**config.mk**
```make
export PLATFORM = sky130hd
export DESIGN_NAME = vend_sequencer
export DESIGN_NICKNAME = d
export VERILOG_FILES = /design/src/rtl/vend_pkg.sv /design/src/rtl/vend_credit_acc.sv /design/src/rtl/vend_sequencer.sv
export SDC_FILE = /design/constraint.sdc
export NUM_CORES = 1
export LEC_CHECK = 0
export BUFFER_PORTS_ARGS = -buffer_cell sky130_fd_sc_hd__buf_2
export CORE_AREA = 2 2 72 74
export CTS_BUF_LIST = sky130_fd_sc_hd__clkbuf_16
export DETAILED_ROUTE_END_ITERATION = 6
export DIE_AREA = 0 0 74 76
export GPL_TIMING_DRIVEN = 0
export PLACE_DENSITY = 0.64
export REMOVE_ABC_BUFFERS = 1
export SYNTH_ARGS = -nofsm -noshare
export SYNTH_HDL_FRONTEND = slang
export SYNTH_SLANG_ARGS = --single-unit
```
**constraint.sdc**
```tcl
create_clock -name clk -period 3.39 [get_ports clk]
set_input_delay 0.678 -clock clk [delete_from_list [all_inputs] [get_ports clk]]
set_output_delay 0.678 -clock clk [all_outputs]
set_load 0.005 [all_outputs]
```
**src/rtl/vend_pkg.sv**
```systemverilog
// rtl/vend_pkg.sv - shared states, error codes and default widths for the vending sequencer
package vend_pkg;

  localparam int ITEM_W_DEF     = 2;
  localparam int CREDIT_W_DEF   = 8;
  localparam int MAX_CREDIT_DEF = 200;

  typedef enum logic [2:0] {
    S_IDLE,
    S_CREDIT,
    S_CHECK,
    S_DISPENSE,
    S_CHANGE
  } vend_state_t;

  localparam logic [1:0] ERR_NONE     = 2'd0;
  localparam logic [1:0] ERR_NOCREDIT = 2'd1;
  localparam logic [1:0] ERR_INSUFF   = 2'd2;
  localparam logic [1:0] ERR_NOSTOCK  = 2'd3;

endpackage

```
**src/rtl/vend_credit_acc.sv**
```systemverilog
// rtl/vend_credit_acc.sv - credit register with ceiling-checked coin add, price subtract and coin reject
module vend_credit_acc #(
  parameter int CREDIT_W   = 8,
  parameter int MAX_CREDIT = 200
) (
  input  logic                clk,
  input  logic                rst,
  input  logic                coin_valid,
  input  logic [3:0]          coin_value,
  input  logic                coin_allow,
  input  logic                sub_en,
  input  logic [CREDIT_W-1:0] sub_amount,
  input  logic                clr,
  output logic                coin_ok,
  output logic                coin_reject,
  output logic [CREDIT_W-1:0] credit
);

  // One extra bit so a sum past the ceiling is seen rather than wrapped
  logic [CREDIT_W:0] sum;

  always_comb begin
    sum     = {1'b0, credit} + (CREDIT_W+1)'(coin_value);
    coin_ok = coin_valid && coin_allow && (sum <= (CREDIT_W+1)'(MAX_CREDIT));
  end

  // clr, sub_en and coin_ok are mutually exclusive by FSM state
  always_ff @(posedge clk or posedge rst) begin
    if (rst) begin
      credit      <= '0;
      coin_reject <= 1'b0;
    end else begin
      coin_reject <= coin_valid && !coin_ok;
      if (clr)
        credit <= '0;
      else if (sub_en)
        credit <= credit - sub_amount;
      else if (coin_ok)
        credit <= sum[CREDIT_W-1:0];
    end
  end

endmodule

```
**src/rtl/vend_sequencer.sv**
```systemverilog
// rtl/vend_sequencer.sv - vending transaction FSM: credit, select, stock check, dispense and change
module vend_sequencer
  import vend_pkg::*;
#(
  parameter int ITEM_W     = ITEM_W_DEF,
  parameter int CREDIT_W   = CREDIT_W_DEF,
  parameter int MAX_CREDIT = MAX_CREDIT_DEF
) (
  input  logic                clk,
  input  logic                rst,
  input  logic                coin_valid,
  input  logic [3:0]          coin_value,
  input  logic                sel_valid,
  input  logic [ITEM_W-1:0]   sel_item,
  input  logic                cancel,
  output logic [ITEM_W-1:0]   stock_idx,
  input  logic [7:0]          stock_cnt,
  input  logic [CREDIT_W-1:0] price,
  output logic                stock_dec,
  output logic                dispense_valid,
  output logic [ITEM_W-1:0]   dispense_item,
  input  logic                dispense_ready,
  output logic                change_valid,
  output logic [CREDIT_W-1:0] change_amount,
  input  logic                change_ready,
  output logic                coin_reject,
  output logic [CREDIT_W-1:0] credit,
  output logic                error,
  output logic [1:0]          err_code,
  output logic                busy
);

  vend_state_t         state, state_d;
  logic [ITEM_W-1:0]   stock_idx_d;
  logic                stock_dec_d;
  logic                error_d;
  logic [1:0]          err_code_d;
  logic                sub_en;
  logic                clr;
  logic                coin_allow;
  logic                coin_ok;

  // Cancel outranks a coin in the same cycle, so such a coin is bounced
  assign coin_allow = ((state == S_IDLE) || (state == S_CREDIT)) && !cancel;

  vend_credit_acc #(
    .CREDIT_W   (CREDIT_W),
    .MAX_CREDIT (MAX_CREDIT)
  ) u_credit (
    .clk         (clk),
    .rst         (rst),
    .coin_valid  (coin_valid),
    .coin_value  (coin_value),
    .coin_allow  (coin_allow),
    .sub_en      (sub_en),
    .sub_amount  (price),
    .clr         (clr),
    .coin_ok     (coin_ok),
    .coin_reject (coin_reject),
    .credit      (credit)
  );

  always_ff @(posedge clk or posedge rst) begin
    if (rst) begin
      state     <= S_IDLE;
      stock_idx <= '0;
      stock_dec <= 1'b0;
      error     <= 1'b0;
      err_code  <= ERR_NONE;
    end else begin
      state     <= state_d;
      stock_idx <= stock_idx_d;
      stock_dec <= stock_dec_d;
      error     <= error_d;
      err_code  <= err_code_d;
    end
  end

  always_comb begin
    state_d     = state;
    stock_idx_d = stock_idx;
    stock_dec_d = 1'b0;
    error_d     = 1'b0;
    err_code_d  = err_code;
    sub_en      = 1'b0;
    clr         = 1'b0;
    case (state)
      S_IDLE: begin
        if (!cancel) begin
          if (coin_valid) begin
            if (coin_ok) state_d = S_CREDIT;
          end else if (sel_valid) begin
            error_d    = 1'b1;
            err_code_d = ERR_NOCREDIT;
          end
        end
      end
      S_CREDIT: begin
        if (cancel) begin
          state_d = S_CHANGE;
        end else if (!coin_valid && sel_valid) begin
          stock_idx_d = sel_item;
          state_d     = S_CHECK;
        end
      end
      S_CHECK: begin
        // stock_cnt/price are the datapath's view of the item latched last cycle
        if (stock_cnt == 8'd0) begin
          error_d    = 1'b1;
          err_code_d = ERR_NOSTOCK;
          state_d    = S_CREDIT;
        end else if (credit < price) begin
          error_d    = 1'b1;
          err_code_d = ERR_INSUFF;
          state_d    = S_CREDIT;
        end else begin
          sub_en      = 1'b1;
          stock_dec_d = 1'b1;
          err_code_d  = ERR_NONE;
          state_d     = S_DISPENSE;
        end
      end
      S_DISPENSE: begin
        if (dispense_ready) state_d = (credit != '0) ? S_CHANGE : S_IDLE;
      end
      S_CHANGE: begin
        if (change_ready) begin
          clr     = 1'b1;
          state_d = S_IDLE;
        end
      end
      default: state_d = S_IDLE;
    endcase
  end

  assign busy           = (state == S_CHECK) || (state == S_DISPENSE) || (state == S_CHANGE);
  assign dispense_valid = (state == S_DISPENSE);
  assign dispense_item  = stock_idx;
  assign change_valid   = (state == S_CHANGE);
  assign change_amount  = credit;

endmodule
```
==> reports/qor.json <==
{
  "status": {"value": "complete, no violations"},
  "final.hold.worst_slack": {"value": 0.4717, "unit": "ns"},
  "crit_cells": {"value": 9},
  "worstSetupPathType": {"value": "in -> reg"},
  "final_antenna_net_count": {"value": 0},
  "combPwrFrac": {"value": 57.9, "unit": "%"},
  "fin_crit": {"value": 2.765, "unit": "ns"},
  "htree_num_levels": {"value": 1},
  "worst_clock_skew": {"value": 0.001736, "unit": "ns"},
  "grt_setup_unrepaired": {"value": "false"},
  "io_buffer_count": {"value": 56},
  "pre_cts_slack": {"value": 0.3620, "unit": "ns"},
  "finalCritPeriodShare": {"value": 81.55, "unit": "%"},
  "ys_seq_area_share": {"value": 27.44, "unit": "%"},
  "net-switching-power": {"value": 0.6980, "unit": "mW"},
  "layout.core_utilization": {"value": 40.09, "unit": "%"},
  "power.clock.fraction": {"value": 14.3, "unit": "%"},
  "worst_path_arrival_time": {"value": 2.89, "unit": "ns"},
  "worst-path-buf-inv": {"value": 1},
  "setup_ws": {"value": 0.6253, "unit": "ns"},
  "vias_per_cell": {"value": 4.932},
  "drcViolationCount": {"value": 0},
  "cp_slowest_stage_delay": {"value": 0.44, "unit": "ns"},
  "layout-drive-gt1-share": {"value": 28.69, "unit": "%"},
  "number_of_antenna_violations_at_the_first_check_in_global_routing": {"value": 0},
  "wirelength_per_cell": {"value": 12.34, "unit": "um"},
  "min-delay-path-class": {"value": "reg -> reg"},
  "postCtsSetupRepairBufs": {"value": 0},
  "path_delay_family": {"value": "compound AO/OA/AOI/OAI gates"},
  "die_area": {"value": 5624, "unit": "um2"},
  "area.growth.synth_to_final": {"value": 19.97, "unit": "%"},
  "dr_total_vias": {"value": 1514},
  "wire_length_of_the_first_global_routing_pass": {"value": 6341, "unit": "um"},
  "hold_buffers": {"value": 0},
  "maximum_number_of_pins_on_one_net_before_global_route_repair": {"value": 19},
  "worst_slew_margin_relative_to_its_limit": {"value": 55.66, "unit": "%"},
  "clock-root-buffer": {"value": "sky130_fd_sc_hd__clkbuf_16"},
  "crit_slowest_cell": {"value": "sky130_fd_sc_hd__fa_1"},
  "tritoncts": {"value": "built"},
  "vdd_ir_drop_max": {"value": 245.7, "unit": "uV"},
  "synth_cell_types": {"value": 48},
  "power.share.sequential": {"value": 27.8, "unit": "%"},
  "dieWidth": {"value": 74, "unit": "um"},
  "hold_path_depth": {"value": 2},
  "row_count": {"value": 26},
  "die-height": {"value": 76, "unit": "um"},
  "num_antenna_cells": {"value": 0},
  "yosys_register_bits": {"value": 18},
  "max_cap_viols": {"value": 0},
  "timing.final.setup_violations": {"value": 0},
  "postSynthCellCount": {"value": 195},
  "synthesis.area_per_instance": {"value": 8.418, "unit": "um2"},
  "path_clk_slew": {"value": 0.05, "unit": "ns"},
  "cts-buffers-inserted": {"value": 3},
  "dp.final_hpwl": {"value": 3021, "unit": "um"},
  "ctsResizeCount": {"value": 0},
  "cellLeakagePower": {"value": 0.9953, "unit": "nW"},
  "crit_path_max_fanout": {"value": 13},
  "cts_max_path_buffers": {"value": 2},
  "worst_slew_pin_slew": {"value": 0.6644, "unit": "ns"},
  "achievable-frequency": {"value": 0.3617, "unit": "GHz"},
  "nets": {"value": 282},
  "setup-tns-final": {"value": 0, "unit": "ns"},
  "power.total": {"value": 1.592, "unit": "mW"},
  "final_standard_cell_area_without_fillers": {"value": 1969, "unit": "um2"},
  "first_global_vias": {"value": 1339},
  "detailed_route_wl": {"value": 3787, "unit": "um"},
  "placed_area": {"value": 1894, "unit": "um2"},
  "synthesis.area": {"value": 1642, "unit": "um2"},
  "gp_routability_congestion": {"value": 0.8405},
  "drt_first_pass_iters": {"value": 4},
  "r2r.worst_path.cells": {"value": 10},
  "cp-start-kind": {"value": "input port"},
  "initialDrtViolationCount": {"value": 110},
  "boundaryPins": {"value": 57},
  "clock_latency": {"value": 0.25, "unit": "ns"},
  "critical_path.endpoint_type": {"value": "register"},
  "core_area": {"value": 4912, "unit": "um2"},
  "clock_sinks": {"value": 18},
  "start_util": {"value": 33.42, "unit": "%"},
  "groute.usage.overall": {"value": 14.03, "unit": "%"},
  "required": {"value": 3.52, "unit": "ns"},
  "fillCellCount": {"value": 503},
  "cellInternalPower": {"value": 0.8945, "unit": "mW"},
  "report.final.hold_viol_count": {"value": 0},
  "globalRouteOverflowTotal": {"value": 0},
  "layout.cells.non_filler": {"value": 307},
  "cells_along_the_critical_path": {"value": "buf_2, ha_1, fa_1, xor2_1, or3_1, a211oi_2, o21a_4, nor3_1, a221o_1"},
  "power.density_cell_area": {"value": 808.6, "unit": "nW/um2"},
  "numPlacedInstances": {"value": 304},
  "switching_share": {"value": 43.83, "unit": "%"},
  "final-max-slew-violation-count": {"value": 0},
  "yosys_warnings": {"value": 0}
}
[Yosys cell counts (all sizes together)]
library cell | n | area, um2
nor2b | 6 | 37.54
xnor2 | 3 | 26.28
nand4 | 2 | 12.51
o31a | 1 | 8.760
buf | 16 | 111.4
a211oi | 3 | 27.52
o311a | 1 | 21.27
nand3 | 4 | 20.02
o21a | 1 | 15.01
a21oi | 12 | 67.57
o221ai | 1 | 8.760
o21bai | 1 | 7.510
o22ai | 2 | 12.51
or3 | 3 | 18.77
mux2 | 2 | 22.52
a221o | 4 | 40.04
a31oi | 3 | 18.77
o2111ai | 1 | 8.760
a21boi | 2 | 15.02
ha | 12 | 150.1
a21o | 1 | 7.510
a22o | 1 | 8.760
inv | 18 | 67.56
o21ai | 10 | 50.05
and2 | 2 | 15.02
dfrtp | 18 | 450.4
xor2 | 8 | 70.07
nand3b | 2 | 15.01
a32o | 1 | 10.01
a211o | 1 | 8.760
a221oi | 1 | 15.01
nor3 | 8 | 40.04
clkbuf | 1 | 3.750
fa | 2 | 40.04
nand2 | 19 | 71.32
nor2 | 10 | 40.04
nand2b | 6 | 37.54
nor4 | 4 | 25.02
a22oi | 2 | 15.01
[placed cells by master, fill, tap and decap left out, types with 3 or more instances in the layout]
cell / netlist / routed
sky130_fd_sc_hd__xnor2_1: 3 / 3
sky130_fd_sc_hd__or3_1: 3 / 3
sky130_fd_sc_hd__a21oi_1: 10 / 10
sky130_fd_sc_hd__nor2b_1: 6 / 6
sky130_fd_sc_hd__clkbuf_16: 0 / 3
sky130_fd_sc_hd__a31oi_1: 3 / 3
sky130_fd_sc_hd__nand2b_1: 6 / 6
sky130_fd_sc_hd__xor2_1: 8 / 8
sky130_fd_sc_hd__nor4_1: 4 / 4
sky130_fd_sc_hd__inv_1: 17 / 17
sky130_fd_sc_hd__buf_2: 5 / 56
sky130_fd_sc_hd__nand3_1: 4 / 4
sky130_fd_sc_hd__nor3_1: 8 / 8
sky130_fd_sc_hd__a221o_1: 4 / 4
sky130_fd_sc_hd__nand2_1: 19 / 19
sky130_fd_sc_hd__dfrtp_1: 18 / 18
sky130_fd_sc_hd__ha_1: 12 / 12
sky130_fd_sc_hd__nor2_1: 9 / 9
sky130_fd_sc_hd__o21ai_0: 8 / 8
[flip-flops by register name, summed over array words and instances, names as in the netlist]
| register | flops |
|---|---|
| error | 1 |
| dispense_item | 2 |
| stock_dec | 1 |
| state | 3 |
| u_credit.credit | 8 |
| u_credit.coin_reject | 1 |
| err_code | 2 |
[cells by family (layout without fill, tap and decap cells)]
group	Yosys count	after routing	share of synthesized area, %
buffers and inverters	35	77	11.13
AND/OR/NAND/NOR	66	66	20.28
multiplexers	2	2	1.372
AO/OA/AOI/OAI	49	49	22.33
XOR/XNOR	11	11	5.869
flip-flops	18	18	27.44
adder cells (fa/ha/maj)	14	14	11.59
[per-layer routing]
layer | up-vias | share of wire, % | wire [um] | GRT usage, %
met2 | 45 | 46 | 1731 | 21.61
met5 | - | 0 | 0 | 0
li1 | 768 | - | - | -
met1 | 697 | 49 | 1849 | 20.17
met3 | 4 | 4.6 | 174 | 2.249
met4 | 0 | 0.82 | 31 | 3.818
[power groups by stage]
| stage | clock (mW) | sequential [mW] | combinational, mW |
|---|---|---|---|
| floorplan | 0 | 0.431 | 0.633 |
| global placement | 0 | 0.446 | 0.907 |
| detailed placement | 0 | 0.449 | 0.920 |
| CTS | 0.234 | 0.445 | 0.924 |
| global route | 0.248 | 0.469 | 1.05 |
| finish | 0.228 | 0.442 | 0.922 |
[worst reg2reg max path: stages, from the launching register on]
cell and delay, ns:
sky130_fd_sc_hd__dfrtp_1 0.43, sky130_fd_sc_hd__inv_1 0.08, sky130_fd_sc_hd__ha_1 0.19, sky130_fd_sc_hd__inv_1 0.07
sky130_fd_sc_hd__fa_1 0.39, sky130_fd_sc_hd__a21o_1 0.18, sky130_fd_sc_hd__a21oi_1 0.22, sky130_fd_sc_hd__nand2b_1 0.18
sky130_fd_sc_hd__a21oi_1 0.11, sky130_fd_sc_hd__and2_1 0.36, sky130_fd_sc_hd__a221o_1 0.43
[final timing paths]
| kind | to | start | slack (ns) |
|---|---|---|---|
| hold / removal | err_code[1] | err_code[1] | 0.47 |
| setup / recovery | u_credit.credit[1] | coin_value[0] | 0.63 |
| max in group asynchronous | u_credit.credit[5] | rst | 2.44 |
| min in group asynchronous | dispense_item[0] | rst | 0.52 |
| setup reg to reg | u_credit.credit[1] | u_credit.credit[0] | 0.64 |
| hold reg to reg | err_code[1] | err_code[1] | 0.47 |
[area by class of cell]
cell class	count	area, um2	area share (%)
flip-flops and latches	18	450.4	22.87
multi-input cells	142	1008	51.21
well taps	70	87.58	4.447
clock buffers	3	75.07	3.812
repair buffers	56	280.3	14.23
inverters	18	67.56	3.431
Power figures use the tool's default switching activity.
